<file path="src/rtl/ctrl_pipe_pkg.sv">
// Shared types and constants for the ID->EX->MEM->WB control pipeline.
package pipe_pkg;

  localparam int REG_AW  = 5;
  localparam int ALUOP_W = 2;

  localparam logic [REG_AW-1:0] REG_ZERO = {REG_AW{1'b0}};

  // Forwarding select encodings seen by the EX operand muxes.
  localparam logic [1:0] FWD_RF  = 2'b00;
  localparam logic [1:0] FWD_MEM = 2'b10;
  localparam logic [1:0] FWD_WB  = 2'b01;

  typedef struct packed {
    logic               reg_dest;
    logic               alu_src;
    logic [ALUOP_W-1:0] alu_op;
    logic               branch;
    logic               mem_read;
    logic               mem_write;
    logic               mem_to_reg;
    logic               reg_write;
  } ex_ctrl_t;

  typedef struct packed {
    logic branch;
    logic mem_read;
    logic mem_write;
    logic mem_to_reg;
    logic reg_write;
  } mem_ctrl_t;

  typedef struct packed {
    logic mem_to_reg;
    logic reg_write;
  } wb_ctrl_t;

  // Full stage register contents; dest is already resolved from RegDest.
  typedef struct packed {
    ex_ctrl_t          ctrl;
    logic [REG_AW-1:0] rs;
    logic [REG_AW-1:0] rt;
    logic [REG_AW-1:0] dest;
  } ex_stage_t;

  typedef struct packed {
    mem_ctrl_t         ctrl;
    logic [REG_AW-1:0] dest;
  } mem_stage_t;

  typedef struct packed {
    wb_ctrl_t          ctrl;
    logic [REG_AW-1:0] dest;
  } wb_stage_t;

  // Bubbles: no control asserted and register fields zero, so they never
  // write, never touch memory and never match hazard/forwarding compares.
  localparam ex_ctrl_t   EX_BUBBLE        = '0;
  localparam mem_ctrl_t  MEM_BUBBLE       = '0;
  localparam wb_ctrl_t   WB_BUBBLE        = '0;
  localparam ex_stage_t  EX_STAGE_BUBBLE  = '0;
  localparam mem_stage_t MEM_STAGE_BUBBLE = '0;
  localparam wb_stage_t  WB_STAGE_BUBBLE  = '0;

  // Strip the EX-only fields when an instruction moves into MEM.
  function automatic mem_ctrl_t to_mem(input ex_ctrl_t c);
    mem_ctrl_t m;
    m.branch     = c.branch;
    m.mem_read   = c.mem_read;
    m.mem_write  = c.mem_write;
    m.mem_to_reg = c.mem_to_reg;
    m.reg_write  = c.reg_write;
    return m;
  endfunction

  // Strip the MEM-only fields when an instruction moves into WB.
  function automatic wb_ctrl_t to_wb(input mem_ctrl_t c);
    wb_ctrl_t w;
    w.mem_to_reg = c.mem_to_reg;
    w.reg_write  = c.reg_write;
    return w;
  endfunction

endpackage

</file>
<file path="src/rtl/ctrl_pipe_if.sv">
// Bundle between the decoder/hazard environment and the control pipeline.
interface ctrl_pipe_if;
  import pipe_pkg::*;

  logic               hold;
  logic               id_RegDest;
  logic               id_Branch;
  logic               id_MemRead;
  logic               id_MemToReg;
  logic               id_MemWrite;
  logic               id_ALUSrc;
  logic               id_RegWrite;
  logic [ALUOP_W-1:0] id_ALUOp;
  logic [REG_AW-1:0]  id_rs;
  logic [REG_AW-1:0]  id_rt;
  logic [REG_AW-1:0]  id_rd;
  logic               branch_taken;

  logic               stall;
  logic               ifid_flush;
  logic               ex_RegDest;
  logic               ex_ALUSrc;
  logic [ALUOP_W-1:0] ex_ALUOp;
  logic [REG_AW-1:0]  ex_rs;
  logic [REG_AW-1:0]  ex_rt;
  logic [REG_AW-1:0]  ex_dest;
  logic [1:0]         fwd_a;
  logic [1:0]         fwd_b;
  logic               mem_Branch;
  logic               mem_MemRead;
  logic               mem_MemWrite;
  logic [REG_AW-1:0]  mem_dest;
  logic               wb_MemToReg;
  logic               wb_RegWrite;
  logic [REG_AW-1:0]  wb_dest;

  modport master (
    output hold, id_RegDest, id_Branch, id_MemRead, id_MemToReg, id_MemWrite,
           id_ALUSrc, id_RegWrite, id_ALUOp, id_rs, id_rt, id_rd, branch_taken,
    input  stall, ifid_flush, ex_RegDest, ex_ALUSrc, ex_ALUOp, ex_rs, ex_rt,
           ex_dest, fwd_a, fwd_b, mem_Branch, mem_MemRead, mem_MemWrite,
           mem_dest, wb_MemToReg, wb_RegWrite, wb_dest
  );

  modport slave (
    input  hold, id_RegDest, id_Branch, id_MemRead, id_MemToReg, id_MemWrite,
           id_ALUSrc, id_RegWrite, id_ALUOp, id_rs, id_rt, id_rd, branch_taken,
    output stall, ifid_flush, ex_RegDest, ex_ALUSrc, ex_ALUOp, ex_rs, ex_rt,
           ex_dest, fwd_a, fwd_b, mem_Branch, mem_MemRead, mem_MemWrite,
           mem_dest, wb_MemToReg, wb_RegWrite, wb_dest
  );

endinterface

</file>
<file path="src/rtl/ctrl_pipe_fwd_unit.sv">
// Operand forwarding compare for one EX source register.
module fwd_unit
  import pipe_pkg::*;
(
  input  logic [REG_AW-1:0] src_i,
  input  logic              mem_we_i,
  input  logic [REG_AW-1:0] mem_dest_i,
  input  logic              wb_we_i,
  input  logic [REG_AW-1:0] wb_dest_i,
  output logic [1:0]        sel_o
);

  // EX/MEM result is younger, so it wins over MEM/WB; $zero never forwards.
  always_comb begin
    sel_o = FWD_RF;
    if (mem_we_i && (mem_dest_i != REG_ZERO) && (mem_dest_i == src_i)) begin
      sel_o = FWD_MEM;
    end else if (wb_we_i && (wb_dest_i != REG_ZERO) && (wb_dest_i == src_i)) begin
      sel_o = FWD_WB;
    end else begin
      sel_o = FWD_RF;
    end
  end

endmodule

</file>
<file path="src/rtl/ctrl_pipe.sv">
// Control pipeline: carries decoded control through EX/MEM/WB, inserts
// load-use and branch-flush bubbles, and produces EX forwarding selects.
module ctrl_pipe
  import pipe_pkg::*;
(
  input  logic       clk,
  input  logic       rst_n,
  ctrl_pipe_if.slave pif
);

  ex_stage_t  ex_d,  ex_q;
  mem_stage_t mem_d, mem_q;
  wb_stage_t  wb_d,  wb_q;

  logic       load_use_s;
  logic       stall_s;
  logic [1:0] fwd_a_s;
  logic [1:0] fwd_b_s;

  // Load in EX whose target is read by the instruction in ID; flush overrides.
  always_comb begin
    load_use_s = 1'b0;
    if (ex_q.ctrl.mem_read && (ex_q.dest != REG_ZERO) &&
        ((ex_q.dest == pif.id_rs) || (ex_q.dest == pif.id_rt))) begin
      load_use_s = 1'b1;
    end else begin
      load_use_s = 1'b0;
    end
    stall_s = load_use_s & ~pif.branch_taken;
  end

  // Next-state of the three stage registers, including bubble insertion.
  always_comb begin
    ex_d  = ex_q;
    mem_d = mem_q;
    wb_d  = wb_q;
    if (!pif.hold) begin
      wb_d.ctrl = to_wb(mem_q.ctrl);
      wb_d.dest = mem_q.dest;

      if (pif.branch_taken) begin
        mem_d = MEM_STAGE_BUBBLE;
      end else begin
        mem_d.ctrl = to_mem(ex_q.ctrl);
        mem_d.dest = ex_q.dest;
      end

      if (pif.branch_taken || stall_s) begin
        ex_d = EX_STAGE_BUBBLE;
      end else begin
        ex_d.ctrl.reg_dest   = pif.id_RegDest;
        ex_d.ctrl.alu_src    = pif.id_ALUSrc;
        ex_d.ctrl.alu_op     = pif.id_ALUOp;
        ex_d.ctrl.branch     = pif.id_Branch;
        ex_d.ctrl.mem_read   = pif.id_MemRead;
        ex_d.ctrl.mem_write  = pif.id_MemWrite;
        ex_d.ctrl.mem_to_reg = pif.id_MemToReg;
        ex_d.ctrl.reg_write  = pif.id_RegWrite;
        ex_d.rs              = pif.id_rs;
        ex_d.rt              = pif.id_rt;
        ex_d.dest            = pif.id_RegDest ? pif.id_rd : pif.id_rt;
      end
    end else begin
      ex_d  = ex_q;
      mem_d = mem_q;
      wb_d  = wb_q;
    end
  end

  // Stage registers with asynchronous clear to bubbles.
  always_ff @(posedge clk or negedge rst_n) begin
    if (!rst_n) begin
      ex_q  <= EX_STAGE_BUBBLE;
      mem_q <= MEM_STAGE_BUBBLE;
      wb_q  <= WB_STAGE_BUBBLE;
    end else begin
      ex_q  <= ex_d;
      mem_q <= mem_d;
      wb_q  <= wb_d;
    end
  end

  fwd_unit u_fwd_a (
    .src_i      (ex_q.rs),
    .mem_we_i   (mem_q.ctrl.reg_write),
    .mem_dest_i (mem_q.dest),
    .wb_we_i    (wb_q.ctrl.reg_write),
    .wb_dest_i  (wb_q.dest),
    .sel_o      (fwd_a_s)
  );

  fwd_unit u_fwd_b (
    .src_i      (ex_q.rt),
    .mem_we_i   (mem_q.ctrl.reg_write),
    .mem_dest_i (mem_q.dest),
    .wb_we_i    (wb_q.ctrl.reg_write),
    .wb_dest_i  (wb_q.dest),
    .sel_o      (fwd_b_s)
  );

  assign pif.stall        = stall_s;
  assign pif.ifid_flush   = pif.branch_taken;
  assign pif.ex_RegDest   = ex_q.ctrl.reg_dest;
  assign pif.ex_ALUSrc    = ex_q.ctrl.alu_src;
  assign pif.ex_ALUOp     = ex_q.ctrl.alu_op;
  assign pif.ex_rs        = ex_q.rs;
  assign pif.ex_rt        = ex_q.rt;
  assign pif.ex_dest      = ex_q.dest;
  assign pif.fwd_a        = fwd_a_s;
  assign pif.fwd_b        = fwd_b_s;
  assign pif.mem_Branch   = mem_q.ctrl.branch;
  assign pif.mem_MemRead  = mem_q.ctrl.mem_read;
  assign pif.mem_MemWrite = mem_q.ctrl.mem_write;
  assign pif.mem_dest     = mem_q.dest;
  assign pif.wb_MemToReg  = wb_q.ctrl.mem_to_reg;
  assign pif.wb_RegWrite  = wb_q.ctrl.reg_write;
  assign pif.wb_dest      = wb_q.dest;

endmodule

</file>
<file path="src/flat_wrapper.sv">
// flat-port wrapper written by rule: the top's interface ports become plain ports
module ctrl_pipe_flat import pipe_pkg::*;
  (clk, rst_n, pif_hold, pif_id_RegDest, pif_id_Branch, pif_id_MemRead, pif_id_MemToReg, pif_id_MemWrite, pif_id_ALUSrc, pif_id_RegWrite, pif_id_ALUOp, pif_id_rs, pif_id_rt, pif_id_rd, pif_branch_taken, pif_stall, pif_ifid_flush, pif_ex_RegDest, pif_ex_ALUSrc, pif_ex_ALUOp, pif_ex_rs, pif_ex_rt, pif_ex_dest, pif_fwd_a, pif_fwd_b, pif_mem_Branch, pif_mem_MemRead, pif_mem_MemWrite, pif_mem_dest, pif_wb_MemToReg, pif_wb_RegWrite, pif_wb_dest);
  ctrl_pipe_if pif_i ();
  input  logic clk;
  input  logic rst_n;
  input wire logic [$bits(pif_i.hold)-1:0] pif_hold;
  input wire logic [$bits(pif_i.id_RegDest)-1:0] pif_id_RegDest;
  input wire logic [$bits(pif_i.id_Branch)-1:0] pif_id_Branch;
  input wire logic [$bits(pif_i.id_MemRead)-1:0] pif_id_MemRead;
  input wire logic [$bits(pif_i.id_MemToReg)-1:0] pif_id_MemToReg;
  input wire logic [$bits(pif_i.id_MemWrite)-1:0] pif_id_MemWrite;
  input wire logic [$bits(pif_i.id_ALUSrc)-1:0] pif_id_ALUSrc;
  input wire logic [$bits(pif_i.id_RegWrite)-1:0] pif_id_RegWrite;
  input wire logic [$bits(pif_i.id_ALUOp)-1:0] pif_id_ALUOp;
  input wire logic [$bits(pif_i.id_rs)-1:0] pif_id_rs;
  input wire logic [$bits(pif_i.id_rt)-1:0] pif_id_rt;
  input wire logic [$bits(pif_i.id_rd)-1:0] pif_id_rd;
  input wire logic [$bits(pif_i.branch_taken)-1:0] pif_branch_taken;
  output wire logic [$bits(pif_i.stall)-1:0] pif_stall;
  output wire logic [$bits(pif_i.ifid_flush)-1:0] pif_ifid_flush;
  output wire logic [$bits(pif_i.ex_RegDest)-1:0] pif_ex_RegDest;
  output wire logic [$bits(pif_i.ex_ALUSrc)-1:0] pif_ex_ALUSrc;
  output wire logic [$bits(pif_i.ex_ALUOp)-1:0] pif_ex_ALUOp;
  output wire logic [$bits(pif_i.ex_rs)-1:0] pif_ex_rs;
  output wire logic [$bits(pif_i.ex_rt)-1:0] pif_ex_rt;
  output wire logic [$bits(pif_i.ex_dest)-1:0] pif_ex_dest;
  output wire logic [$bits(pif_i.fwd_a)-1:0] pif_fwd_a;
  output wire logic [$bits(pif_i.fwd_b)-1:0] pif_fwd_b;
  output wire logic [$bits(pif_i.mem_Branch)-1:0] pif_mem_Branch;
  output wire logic [$bits(pif_i.mem_MemRead)-1:0] pif_mem_MemRead;
  output wire logic [$bits(pif_i.mem_MemWrite)-1:0] pif_mem_MemWrite;
  output wire logic [$bits(pif_i.mem_dest)-1:0] pif_mem_dest;
  output wire logic [$bits(pif_i.wb_MemToReg)-1:0] pif_wb_MemToReg;
  output wire logic [$bits(pif_i.wb_RegWrite)-1:0] pif_wb_RegWrite;
  output wire logic [$bits(pif_i.wb_dest)-1:0] pif_wb_dest;
  assign pif_i.hold = pif_hold;
  assign pif_i.id_RegDest = pif_id_RegDest;
  assign pif_i.id_Branch = pif_id_Branch;
  assign pif_i.id_MemRead = pif_id_MemRead;
  assign pif_i.id_MemToReg = pif_id_MemToReg;
  assign pif_i.id_MemWrite = pif_id_MemWrite;
  assign pif_i.id_ALUSrc = pif_id_ALUSrc;
  assign pif_i.id_RegWrite = pif_id_RegWrite;
  assign pif_i.id_ALUOp = pif_id_ALUOp;
  assign pif_i.id_rs = pif_id_rs;
  assign pif_i.id_rt = pif_id_rt;
  assign pif_i.id_rd = pif_id_rd;
  assign pif_i.branch_taken = pif_branch_taken;
  assign pif_stall = pif_i.stall;
  assign pif_ifid_flush = pif_i.ifid_flush;
  assign pif_ex_RegDest = pif_i.ex_RegDest;
  assign pif_ex_ALUSrc = pif_i.ex_ALUSrc;
  assign pif_ex_ALUOp = pif_i.ex_ALUOp;
  assign pif_ex_rs = pif_i.ex_rs;
  assign pif_ex_rt = pif_i.ex_rt;
  assign pif_ex_dest = pif_i.ex_dest;
  assign pif_fwd_a = pif_i.fwd_a;
  assign pif_fwd_b = pif_i.fwd_b;
  assign pif_mem_Branch = pif_i.mem_Branch;
  assign pif_mem_MemRead = pif_i.mem_MemRead;
  assign pif_mem_MemWrite = pif_i.mem_MemWrite;
  assign pif_mem_dest = pif_i.mem_dest;
  assign pif_wb_MemToReg = pif_i.wb_MemToReg;
  assign pif_wb_RegWrite = pif_i.wb_RegWrite;
  assign pif_wb_dest = pif_i.wb_dest;
  ctrl_pipe u_core (.clk(clk), .rst_n(rst_n), .pif(pif_i));
endmodule
</file>
<file path="config.mk">
export PLATFORM = sky130hd
export DESIGN_NAME = ctrl_pipe_flat
export DESIGN_NICKNAME = d
export VERILOG_FILES = /design/src/rtl/ctrl_pipe_pkg.sv /design/src/rtl/ctrl_pipe_if.sv /design/src/rtl/ctrl_pipe_fwd_unit.sv /design/src/rtl/ctrl_pipe.sv /design/src/flat_wrapper.sv
export SDC_FILE = /design/constraint.sdc
export NUM_CORES = 1
export LEC_CHECK = 0
export ABC_AREA = 1
export CORE_UTILIZATION = 63
export DETAILED_ROUTE_END_ITERATION = 10
export DONT_BUFFER_PORTS = 1
export PLACE_DENSITY = 0.79
export SLEW_MARGIN = 5
export SYNTH_ARGS = -nofsm -noshare
export SYNTH_HDL_FRONTEND = slang
export SYNTH_SLANG_ARGS = --single-unit
</file>
<file path="constraint.sdc">
create_clock -name clk -period 1.48 [get_ports clk]
set_clock_uncertainty 0.1 [all_clocks]
set_input_delay 0.222 -clock clk [delete_from_list [all_inputs] [get_ports clk]]
set_output_delay 0.222 -clock clk [all_outputs]
set_load 0.01 [all_outputs]
</file>
==> run summary <==
status: finished with violations
failing checks: negative setup slack
sw power: 916.1 uW
Total Wirelength: 8069 um
FF/Latch Area: 1033 sq um
RSZ-0062 raised after global routing: yes
CP required: 1.16 ns
clock buffer depth: 2
largest fanout on the critical path: 4
Syn Area/Cell: 7.994 sq um
slack of the worst reg-to-reg path: -0.43 ns
M3 GR Usage: 7.299%
Root Buffer: clkbuf_4
post-synth top area cell: dfrtp_1
FP Rows: 21
Yosys cell types: 22
DR vias: 2396
multi-input logic area: 1127 sq um
clock slew at reported path FFs: 0.13 ns
Synth Register Bits: 41
relative slew slack: 70.81%
number of remaining DRC errors: 0
worst setup margin: -0.4851 ns
number of global-route vias before repair: 2171
Final Total Pwr: 2646 uW
DR vias/cell: 6.191
largest net degree at the start of global routing: 43
hold crit path type: input port to flip-flop
max-slew violation count: 0
Ant. Diodes: 0
Critical-path top delay cell: dfrtp_1
Yosys warnings: 0
Flop pwr share: 51.0%
nets@finish: 368
IO Port Bufs: 0
drt wl/cell: 20.85 um
CP Class: flip-flop to output port
synth top area cells: dfrtp_1 (45%), nand2_1 (13%), buf_4 (7.8%), nand3_1 (5.2%), xnor2_1 (4.9%)
Die Height: 62.45 um
CP startpoint kind: flip-flop
CTS tree: built
worst slew pin tran: 0.4374 ns
effective utilization at floorplan: 67.40%
LEAKAGE: 0.001573 uW
setup violators final: 29
Post-DP HPWL: 3402 um
count leader, synth: nand2_1
Final Non-Filler Cells: 387
met1 Usage GRT: 42.19%
Max-Cap Viols: 0
Iteration-0 DRC Markers: 255
P_int: 1730 uW
most frequent CP cell: nand2_1
final hold slack: 0.04317 ns
slowest stage delay, CP: 0.47 ns
layout cells sized above 1: 34.02%
sw frac: 34.62%
antenna-violating nets left: 0
critical path arrival: 1.64 ns
CP Cell Sequence: inv_2 > nand2_1 > nand2_1 > nor2_1 > nand3_1 > nand2_4 > nand2_8 > nor2_4
gr busiest metal: met2
Final Cycle Share: 132.8%
Mapped Nets: 316
top cell type's share of synthesized area: 44.57%
Die Width: 62.45 um
placed cell count: 334
Area Growth Syn to Fin: 35.71%
Die Area: 3900 sq um
Combinational Power Share: 27.6%
sequential area share after synthesis: 44.57%
worst skew pair latency: 0.37 ns
first-pass GRT wire length: 10260 um
clock power share: 21.4%
cts bufs inserted: 5
M2 GR Usage: 59.38%
Max Clk Rate: 508.9 MHz
Cells after Synth: 288
Setup crit end kind: output port
Fin. Hold Viols: 0
pwr dens: 846.9 nW/um^2
maximum vdd drop: 0.0007417 V
first drt pass iteration count: 7
Overflow after GRT: 0
Final min period: 1.965 ns
# IOs: 68
total track usage: 34.34%
fill count: 132
initial antenna violation count: 0
total core area: 3416 sq um
gp weighted congestion: 0.7741
H-tree levels: 2
Most used DFF post-synth: dfrtp_1
CTS Sinks: 41
asr flop ratio synth: 100.0%
Post-Syn Area: 2302 sq um
top post-synthesis cells by count: nand2_1 (80), dfrtp_1 (41), inv_1 (26), buf_4 (24), nand3_1 (24)
Post-synth EDFFs: 0
[power by group through the flow]
| stage | Combinational, uW | Clock (uW) | Sequential, uW |
|---|---|---|---|
| floorplan | 379 | 0 | 1330 |
| global placement | 429 | 0 | 1350 |
| detailed placement | 441 | 0 | 1350 |
| CTS | 603 | 565 | 1330 |
| global route | 784 | 607 | 1360 |
| finish | 731 | 566 | 1350 |
[worst max-delay path, delay by kind of cell (launching register included)]
kind	cells	cell delay [ns]
buffers and inverters	1	0.09
flip-flops	1	0.47
AND/OR/NAND/NOR	7	0.70
[per-layer routing]
| layer | part of all wire (%) | wire [um] |
|---|---|---|
| met1 | 34 | 2759 |
| met3 | 9.8 | 787 |
| met4 | 7.6 | 614 |
| met5 | 0 | 0 |
| met2 | 48 | 3907 |
[cell families after synthesis]
kind of cell,count (synthesis),synth area share (%)
compound gates,30,7.283
xor+xnor,22,8.370
buf+inv,64,15.33
flops,41,44.57
simple gates,131,24.46
[registers in the layout, summed over array words and instances, names as in the netlist]
signal,flops
u_core.pif.mem_MemRead,1
u_core.pif.wb_RegWrite,1
u_core.mem_q,2
u_core.pif.wb_dest,5
u_core.pif.ex_dest,5
u_core.pif.mem_MemWrite,1
u_core.pif.ex_rs,5
u_core.ex_q,5
u_core.pif.ex_ALUOp,2
u_core.pif.ex_ALUSrc,1
u_core.pif.ex_rt,5
u_core.pif.mem_dest,5
u_core.pif.mem_Branch,1
u_core.pif.wb_MemToReg,1
u_core.pif.ex_RegDest,1
[worst paths after layout]
path,from,end,cells past startpoint
max,u_core.pif.ex_dest[2],pif_stall,8
min,pif_branch_taken,u_core.pif.ex_dest[3],3
max reg2reg,u_core.pif.ex_dest[2],u_core.pif.ex_rs[1],12
min reg2reg,u_core.ex_q[19],u_core.ex_q[19],2
max in group asynchronous,rst_n,u_core.pif.ex_dest[4],2
min in group asynchronous,rst_n,u_core.pif.ex_dest[0],2
[layout by cell type, fill, tap and decap left out]
master | netlist | routed
inv_1 | 26 | 24
nand3_1 | 24 | 1
xnor2_1 | 13 | 13
o21ai_1 | 0 | 1
nand3_4 | 0 | 2
dfrtp_2 | 0 | 6
o21ai_0 | 17 | 14
nor2_2 | 0 | 4
nor2_1 | 14 | 8
buf_4 | 24 | 44
buf_12 | 0 | 3
clkinv_2 | 0 | 2
dfrtp_1 | 41 | 35
nand2_8 | 0 | 1
buf_16 | 0 | 1
clkbuf_4 | 0 | 5
xor2_1 | 9 | 9
nor2_4 | 0 | 2
buf_8 | 0 | 1
nand4_1 | 6 | 6
inv_2 | 4 | 6
nand2_1 | 80 | 75
a22o_1 | 3 | 3
clkinvlp_4 | 0 | 1
buf_6 | 2 | 4
a21oi_1 | 5 | 5
dlygate4sd3_1 | 0 | 26
nand2_4 | 1 | 1
nand3_2 | 2 | 23
o22ai_1 | 5 | 5
nor3_2 | 0 | 3
o21ai_2 | 0 | 2
nand2_2 | 1 | 5
[cell type report]
| cell class | count | share of cell area, % |
|---|---|---|
| Multi-Input combinational cell | 183 | 36.08 |
| Sequential cell | 41 | 33.08 |
| Timing Repair Buffer | 79 | 23.63 |
| Inverter | 30 | 3.604 |
| Tap cell | 46 | 1.842 |
| Clock buffer | 5 | 1.201 |
| Clock inverter | 3 | 0.5607 |
[metrics by stage]
stage / setup TNS (ns) / utilization (%) / setup slack [ns] / instance area, sq um
after floorplan: 0 / - / 0.03851 / 2305
after global placement: 0 / 70.04 / 0.01048 / 2392
after detailed placement: -0.02365 / 70.04 / -0.01793 / 2392
after CTS: -3.095 / 86.52 / -0.3348 / 2955
after global routing: -12.35 / 91.47 / -0.5442 / 3124
final: -10.71 / 91.47 / -0.4851 / 3124
[repair_timing]
action / in CTS / in global routing
buffers inserted: 8 / 8
setup endpoints to repair: 18 / 29
pin swaps: 10 / 18
hold endpoints to repair: 75 / 0
gates resized for setup: 27 / 34
hold buffers: 28 / 0
gates cloned: 1 / 0
Note: power is estimated with default switching activity, not from simulation.
